<file path="config.mk">
export PLATFORM = sky130hd
export DESIGN_NAME = cdb_arbiter
export DESIGN_NICKNAME = d
export VERILOG_FILES = /design/src/rtl/cdb_arbiter_pkg.sv /design/src/rtl/cdb_arbiter_rr.sv /design/src/rtl/cdb_arbiter.sv
export SDC_FILE = /design/constraint.sdc
export NUM_CORES = 1
export LEC_CHECK = 0
export ABC_AREA = 1
export BUFFER_PORTS_ARGS = -buffer_cell sky130_fd_sc_hd__buf_2
export CAP_MARGIN = 40
export CORE_AREA = 2 2 165 167
export DETAILED_ROUTE_END_ITERATION = 6
export DIE_AREA = 0 0 167 169
export PLACE_DENSITY_LB_ADDON = 0.12
export SETUP_SLACK_MARGIN = 0.5
export SLEW_MARGIN = 15
export SYNTH_ARGS = -nofsm -noshare
export SYNTH_HDL_FRONTEND = slang
export SYNTH_SLANG_ARGS = --single-unit
export TNS_END_PERCENT = 30
</file>
<file path="constraint.sdc">
create_clock -name clk -period 1.9 [get_ports clk]
set_input_delay 0.19 -clock clk [delete_from_list [all_inputs] [get_ports clk]]
set_output_delay 0.19 -clock clk [all_outputs]
set_load 0.02 [all_outputs]
</file>
<file path="src/rtl/cdb_arbiter_pkg.sv">
// Shared types for the common data bus (CDB).
//   cdb_pkt_t : writeback payload broadcast on the CDB
//   CDB_*     : requester indices (MUL, LOAD, CMP, ALU)
package cdb_types;

  localparam int N_REQ     = 4;
  localparam int PTR_W     = $clog2(N_REQ);
  localparam int ROB_DEPTH = 16;
  localparam int ROB_IDX_W = $clog2(ROB_DEPTH);
  localparam int PHYS_REGS = 64;
  localparam int PD_W      = $clog2(PHYS_REGS);
  localparam int ARCH_W    = 5;

  localparam int CDB_MUL  = 0;
  localparam int CDB_LOAD = 1;
  localparam int CDB_CMP  = 2;
  localparam int CDB_ALU  = 3;

  typedef struct packed {
    logic [ROB_IDX_W-1:0] rob_idx;
    logic [PD_W-1:0]      pd;
    logic [ARCH_W-1:0]    rd_arch;
    logic [31:0]          data;
    logic                 regf_we;
    logic                 br_taken;
    logic [31:0]          br_target;
  } cdb_pkt_t;

endpackage

</file>
<file path="src/rtl/cdb_arbiter_rr.sv">
// Round-robin arbiter: one-hot grant to the first requester at or after ptr,
// wrapping modulo N.
//   req : request vector
//   ptr : highest-priority index
//   gnt : one-hot grant (zero when req is zero)
module rr_arbiter #(
  parameter int N = 4
) (
  input  logic [N-1:0]                         req,
  input  logic [((N > 1) ? $clog2(N) : 1)-1:0] ptr,
  output logic [N-1:0]                         gnt
);

  localparam int PW = (N > 1) ? $clog2(N) : 1;
  localparam logic [2*N-1:0] ONE = {{(2*N-1){1'b0}}, 1'b1};

  logic [N-1:0]   mask;
  logic [2*N-1:0] dbl;
  logic [2*N-1:0] dbl_gnt;

  always_comb begin
    mask = '0;
    for (int unsigned i = 0; i < N; i++) begin
      mask[i] = (PW'(i) >= ptr);
    end
  end

  // Lower half holds only requests at/above ptr, upper half the full vector,
  // so the lowest set bit of the doubled vector is the wrapped winner.
  assign dbl     = {req, req & mask};
  assign dbl_gnt = dbl & (~dbl + ONE);
  assign gnt     = dbl_gnt[N-1:0] | dbl_gnt[2*N-1:N];

endmodule

</file>
<file path="src/rtl/cdb_arbiter.sv">
// CDB arbiter: picks one execute-unit writeback per cycle (combinational
// grant) and registers the winner for broadcast on the next cycle.
// Optional macro CDB_AGE_PRIO_EN: grant the oldest request relative to
// rob_head instead of round-robin (rr_ptr is still maintained).
//   clk, rst_n : clock, async active-low reset
//   flush      : kills this cycle's grant
//   rob_head   : oldest ROB index (age build only)
//   fu_valid   : request per unit;  fu_pkt : payload per unit
//   fu_ready   : one-hot grant
//   cdb_valid / cdb_pkt / cdb_src : registered broadcast
module cdb_arbiter
  import cdb_types::*;
(
  input  logic                         clk,
  input  logic                         rst_n,
  input  logic                         flush,
  input  logic [ROB_IDX_W-1:0]         rob_head,
  input  logic [N_REQ-1:0]             fu_valid,
  input  cdb_pkt_t [N_REQ-1:0]         fu_pkt,
  output logic [N_REQ-1:0]             fu_ready,
  output logic                         cdb_valid,
  output cdb_pkt_t                     cdb_pkt,
  output logic [N_REQ-1:0]             cdb_src
);

  logic [PTR_W-1:0] rr_ptr;
  logic [N_REQ-1:0] rr_gnt;
  logic [N_REQ-1:0] sel_gnt;
  cdb_pkt_t         win_pkt;
  logic [PTR_W-1:0] win_idx;
  logic [PTR_W-1:0] nxt_ptr;

  rr_arbiter #(.N(N_REQ)) u_rr (
    .req (fu_valid),
    .ptr (rr_ptr),
    .gnt (rr_gnt)
  );

`ifdef CDB_AGE_PRIO_EN
  logic [ROB_IDX_W-1:0] age;
  logic [ROB_IDX_W-1:0] best_age;
  logic [PTR_W-1:0]     best_idx;
  logic                 found;
  logic                 unused_rr;

  always_comb begin
    age      = '0;
    best_age = '1;
    best_idx = '0;
    found    = 1'b0;
    sel_gnt  = '0;
    for (int unsigned i = 0; i < N_REQ; i++) begin
      if (fu_valid[i]) begin
        age = fu_pkt[i].rob_idx - rob_head;
        if (!found || age < best_age) begin
          best_age = age;
          best_idx = PTR_W'(i);
          found    = 1'b1;
        end
      end
    end
    if (found) sel_gnt[best_idx] = 1'b1;
  end

  assign unused_rr = ^rr_gnt;
`else
  logic unused_rob_head;

  assign sel_gnt         = rr_gnt;
  assign unused_rob_head = ^rob_head;
`endif

  assign fu_ready = (flush || !rst_n) ? '0 : sel_gnt;

  always_comb begin
    win_pkt = '0;
    win_idx = '0;
    for (int unsigned i = 0; i < N_REQ; i++) begin
      if (fu_ready[i]) begin
        win_pkt = fu_pkt[i];
        win_idx = PTR_W'(i);
      end
    end
  end

  assign nxt_ptr = (win_idx == PTR_W'(N_REQ - 1)) ? '0 : win_idx + PTR_W'(1);

  always_ff @(posedge clk or negedge rst_n) begin
    if (!rst_n) begin
      cdb_valid <= 1'b0;
      cdb_pkt   <= '0;
      cdb_src   <= '0;
      rr_ptr    <= '0;
    end else begin
      cdb_valid <= |fu_ready;
      if (|fu_ready) begin
        cdb_pkt <= win_pkt;
        cdb_src <= fu_ready;
        rr_ptr  <= nxt_ptr;
      end
    end
  end

endmodule

</file>
# [After elaboration in Yosys (flattened, before gate mapping)]
# Cells that the tools add are included.
# Widths: inputs -> output; s select.
[word_totals] ff_bits=88 input_bits=335 out_inout_bits=90 word_cells=33
[classes] n_addsub=2 order_cmp=4 n_eq_ne=1 n_mux=9 n_bitwise=4 n_reduce_logical=3
[ops] op="$mux 81" n=4
[ops] op="$add 8x1->8 const B" n=1
[ops] op="$and 8x8->8" n=1
[ops] op="$not 8->8" n=1
[ops] op="$mux 2" n=3
[ops] op="$and 4x4->4" n=1
[ops] op="$ge 1x2->1 const A" n=2
[ops] op="$ge 2x2->1 const A" n=2
[ops] op="$mux 4" n=1
[ops] op="$or 4x4->4" n=1
[ops] op="$reduce_or 4->1" n=1
[ops] op="$add 2x1->2 const B" n=1
[ops] op="$eq 2x2->1 const B" n=1
[ops] op="$logic_not 1->1" n=1
[ops] op="$logic_or 1x1->1" n=1
[ops] op="$mux 1" n=1

# [Depth between registers and ports, before layout]
[logic_depth] ltp_word=12 ltp_mapped=10 ltp_nobuf=9

# [Modules after synthesis]
# Synthesis repeated with hierarchy kept, for this count alone.
[hier_totals] hier_cells=1199 hier_area_um2=7136.8
[modules_own_cells] mod="cdb_arbiter" instances=1 cells_each=1178 area_each_um2=7029.2 seq_area_each_um2=2202.1
[modules_own_cells] mod="rr_arbiter" instances=1 cells_each=21 area_each_um2=107.6 seq_area_each_um2=0.0

# [Least setup slack after synthesis]
# No wires, ideal clock.
[synth_path] path_type="reg2out" startpoint="register rr_ptr[1]" endpoint="output port fu_ready[3]" t_arrival_ps=1285 t_required_ps=1710 setup_slack_ps=425 stages_incl_launch_ff=9 path_buffers=2 path_cell_list="dfrtp_1 > nor2_1 > nand2_1 > nand2_2 > nor2_4 > nand2_1 > buf_2 > buf_2 > inv_1"
[synth_between] elab_chain_len=7 elab_cells_between_ends=10 cone_classes="1 x add/sub; 4 x order compare; 1 x mux; 4 x bitwise"
[synth_rtl] element="start: declaration" line_no="cdb_arbiter.sv:26" rtl="logic [PTR_W-1:0] rr_ptr;"
[synth_rtl] element="start signal: assignment" line_no="cdb_arbiter.sv:99" rtl="rr_ptr <= nxt_ptr;"
[synth_rtl] element="$ge 1x2->1 or $ge 2x2->1 (tied branches)" line_no="cdb_arbiter_rr.sv:24" rtl="mask[i] = (PW'(i) >= ptr);"
[synth_rtl] element="$and 4x4->4 (*)" line_no="cdb_arbiter_rr.sv:30" rtl="assign dbl = {req, req & mask};"
[synth_rtl] element="$not 8->8" line_no="cdb_arbiter_rr.sv:31" rtl="assign dbl_gnt = dbl & (~dbl + ONE);"
[synth_rtl] element="$add 8x1->8" line_no="cdb_arbiter_rr.sv:31"
[synth_rtl] element="$and 8x8->8 (*)" line_no="cdb_arbiter_rr.sv:31"
[synth_rtl] element="$or 4x4->4 (*)" line_no="cdb_arbiter_rr.sv:32" rtl="assign gnt = dbl_gnt[N-1:0] | dbl_gnt[2*N-1:N];"
[synth_rtl] element="$mux 4 (*)" line_no="cdb_arbiter.sv:73" rtl="assign fu_ready = (flush || !rst_n) ? '0 : sel_gnt;"
[synth_rtl] element="end: declaration" line_no="cdb_arbiter.sv:20" rtl="output logic [N_REQ-1:0] fu_ready,"
# Mark *: on every way between the ends. The rest lies on a longest branch, timed or not.

# [Final worst setup path]
[layout_path] startpoint="register rr_ptr[0]" endpoint="register cdb_pkt[38] (netlist bit)"
[layout_between] elab_chain_len=11 elab_cells_between_ends=15 cone_classes="1 x add/sub; 4 x order compare; 5 x mux; 4 x bitwise; 1 x reduce/logical"
[layout_rtl] element="$ge 1x2->1 or $ge 2x2->1 (tied branches)" line_no="cdb_arbiter_rr.sv:24"
[layout_rtl] element="$and 4x4->4 (*)" line_no="cdb_arbiter_rr.sv:30"
[layout_rtl] element="$not 8->8" line_no="cdb_arbiter_rr.sv:31"
[layout_rtl] element="$add 8x1->8" line_no="cdb_arbiter_rr.sv:31"
[layout_rtl] element="$and 8x8->8 (*)" line_no="cdb_arbiter_rr.sv:31"
[layout_rtl] element="$or 4x4->4 (*)" line_no="cdb_arbiter_rr.sv:32"
[layout_rtl] element="$mux 4 (*)" line_no="cdb_arbiter.sv:73"
[layout_rtl] element="$mux 81 (4 in series)" line_no="cdb_arbiter.sv:79" rtl="if (fu_ready[i]) begin"
[layout_rtl] element="end signal: assignment" line_no="cdb_arbiter.sv:97" rtl="cdb_pkt <= win_pkt;"
[layout_rtl] element="end: declaration" line_no="cdb_arbiter.sv:22" rtl="output cdb_pkt_t cdb_pkt,"
# Marks and branches as above.
# A chain may end at the register's enable or synchronous reset.

==> results by group <==
Clocking
  – Hold buffer count at CTS: 1
  – Max Buffers Root-to-Sink: 2
  – Cts bufs inserted: 9
  – Clock Tree Root: clkbuf_16
  – CTS tree: done
  – H-tree levels: 3
  – Later-pin clock latency in the skew report: roughly 350 ps
  – Clock-pin slew on the worst setup and hold paths: around 60 ps
  – CTS Sinks: 88

Global routing
  – Gr ovfl total: 0
  – Initial antenna violation count: 2
  – Global-route wire length before repair: 47600 um
  – Gr usage total: 21.7%
  – Pin count of the biggest net entering global routing: just under 70
  – Vias in the first global route: a little over 8k

Critical path
  – Cell family with most CP delay: simple AND/OR/NAND/NOR gates
  – RR Endpoint: cdb_pkt[38]
  – Worst path required time: 2130 ps
  – Max incr delay on CP: 380 ps
  – Startpoint Class: flip-flop
  – Worst reg2reg setup slack: between 150 and 200 ps
  – Crit path DAT: slightly below 2000 ps
  – Worst Setup End Kind: flip-flop
  – R2R cell count: 12
  – Crit Reg-Reg Startpoint: rr_ptr[0]
  – Worst Path Max Fanout: 8
  – Buf+Inv Stages, Crit Path: 4
  – Crit path kind: flip-flop to flip-flop
  – Crit-path cells: nor2_1 > nand2_1 > nand2_2 > buf_6 > nor2_4 > buf_6 > buf_12 > clkbuf_16 > nand3_1 > nand3_1 > nor2_1 > nand2_1
  – Slowest library cell on the worst path: dfrtp_1

Timing
  – Slew Limit Headroom: 59.8%
  – Max Freq: between 0.5 and 0.6 GHz
  – Fin Hold WS: -52.3 ps
  – Setup TNS: 0 ps
  – Final setup violating endpoints: 0
  – Fin. Hold Viols: 38
  – Min Tclk post-route: approximately 1700 ps
  – Max-slew violation count: 0
  – RSZ-0062 raised after global routing: yes
  – Final Skew: slightly above 10 ps
  – Fin crit share: around nine tenths
  – Worst Max-Slew Pin Slew: a little over 600 ps

Cells and area
  – Share of layout cells above drive strength 1: 42.0%
  – Synth-to-Final Area Change: 63.5%
  – Final Instance Count excl. Fillers: around 1.7k
  – Commonest non-fill, non-tap cell in the layout: buf_2
  – Final nets: approximately 1.7k
  – Most frequent cells in the layout: buf_2, nand3_1, nor2_1
  – Fin area: about 10000 um2
  – Diode count: 0

Place
  – Final Wtd Congestion: around 0.84
  – Placed insts: 1655
  – PortBufs: 420
  – DP Area: ~9000 um2
  – Hpwl dp: approximately 21000 um

Route
  – Vias per cell: 4.86
  – Via count: 8323
  – DRT iter0 DRCs: about 400
  – First-pass detailed-route iteration total: 5
  – Drt total wl: roughly 32000 um
  – Post-detailed-route count of antenna-violating nets: 0
  – Average wire per standard cell: 18.9 um
  – Drt drc: 0

Pwr
  – Pwr dens: around 1200 nW/um2
  – Reg power frac: around 28%
  – P_sw: between 5 and 6 mW
  – Combinational fraction of design power: ~56%
  – Int Power: approximately 6.3 mW
  – Net switching fraction of the power: ~46%
  – Power share of the clock group: between 15 and 20%
  – VDD IR max: around 0.4 mV
  – Leak: 5.73 nW

Logic synthesis
  – Mapped cell area: slightly above 6000 um2
  – Mean Syn Cell Area: around 6.5 um2
  – Cells after Synth: between 900 and 1k
  – Register area share after synthesis: between 30% and 40%
  – Synthesis-stage register bit count: just under 90
  – Syn_nets: 1284
  – Netlist cell types: 19
  – Synth warnings: 0

Floorplan
  – Total die area: between 20000 and 30000 um2
  – Site row count: 60
  – Top Ports: ~430
  – Chip width: 167 um
  – Starting Density: between 20% and 30%
  – Total core area: 26500 um2
  – Die Ht: 169 um

Outcome
  – Status: complete, but fails checks
  – Failing checks: negative hold slack

Flow run
  – Max cap viols: 0

Worst hold path
  – Hold WC Path Type: primary input to asynchronous set/reset pin
-- how the worst max path moves through the flow --
stage / from / cells after the start / endpoint
after floorplan: rr_ptr[1] / 10 / cdb_pkt[10]
final: rr_ptr[0] / 12 / cdb_pkt[38]
after global placement: rr_ptr[0] / 9 / cdb_pkt[55]
after global routing: rr_ptr[1] / 11 / cdb_pkt[61]
after CTS: rr_ptr[1] / 8 / fu_ready[3]
after detailed placement: rr_ptr[0] / 9 / cdb_pkt[57]
-- cell type report --
| cell class | instances | area [um2] |
|---|---|---|
| inverter | 93 | 357 |
| multi-input combinational | 682 | 3530 |
| sequential | 88 | 2200 |
| clock inverter | 4 | 53.8 |
| tap | 341 | 427 |
| fill | 2882 | 16300 |
| timing repair buffer | 494 | 3340 |
| clock buffer | 12 | 246 |
-- cells by family after synthesis --
group	Yosys count	synth area share, %
AOI/OAI and AO/OA	6	0.585
DFF	88	35.5
buffers and inverters	179	12.6
and+or+nand+nor	676	51.3
-- synth_stat cells --
master,n,area share (%)
buf_2,53,4.3
o21ai_2,1,0.14
buf_1,7,0.42
inv_2,5,0.30
nand3_2,1,0.16
dfrtp_1,88,35
nor2_1,168,10
nand4_1,81,8.2
o21ai_1,4,0.32
inv_1,88,5.3
buf_4,2,0.24
nand3b_1,1,0.12
clkbuf_1,19,1.1
nand2_1,91,5.5
a21boi_1,1,0.12
nor2_4,2,0.36
nand3_1,328,26
nand2_2,4,0.40
buf_6,5,0.91
-- routing by layer --
| metal | global-route usage [%] | up-vias | part of all wire, % |
|---|---|---|---|
| met3 | 4.51 | 38 | 7.0 |
| met1 | 27.2 | 3893 | 41 |
| met5 | 0 | - | 0.065 |
| met4 | 6.37 | 4 | 2.0 |
| li1 | - | 4041 | - |
| met2 | 37.7 | 347 | 49 |
-- sequential cells by signal, summed over array words and instances, names as in the netlist --
name / cells
cdb_pkt: 81
cdb_src: 4
rr_ptr: 2
cdb_valid: 1
-- per-stage QoR --
step                total power, mW  setup WS, ps  hold slack [ps]  utilization (%)
floorplan                      6.57           489             -106                -
detailed placement             9.11           144              369             33.3
finish                         11.7           160            -52.3             38.3
CTS                            11.7           191            -31.4             37.5
global placement               9.09           155              368             33.3
global route                   12.5          54.7            -9.16             38.3
-- worst reg2reg max path, stage by stage (launching register included) --
cell and delay [ps]:
dfrtp_1 380, nor2_1 110, nand2_1 90, nand2_2 110, buf_6 110, nor2_4 50, buf_6 130, buf_12 150
clkbuf_16 170, nand3_1 60, nand3_1 120, nor2_1 100, nand2_1 50
-- timing repair --
item                       4_1_cts  5_1_grt
pin swaps                       42       18
setup endpoints to repair       92       92
setup buffers                   26        0
cloned                          10        6
hold endpoints to repair         7       20
gates resized for setup         74       22
-- power groups by stage --
| stage | sequential [mW] | combinational [mW] | clock, mW |
|---|---|---|---|
| final | 3.25 | 6.59 | 1.85 |
| after global routing | 3.36 | 7.11 | 2.01 |
| after CTS | 3.25 | 6.49 | 1.93 |
| after detailed placement | 3.27 | 5.84 | 0 |
| after global placement | 3.26 | 5.83 | 0 |
| after floorplan | 4.36 | 2.21 | 0 |
Note: power is estimated with default switching activity, not from simulation.
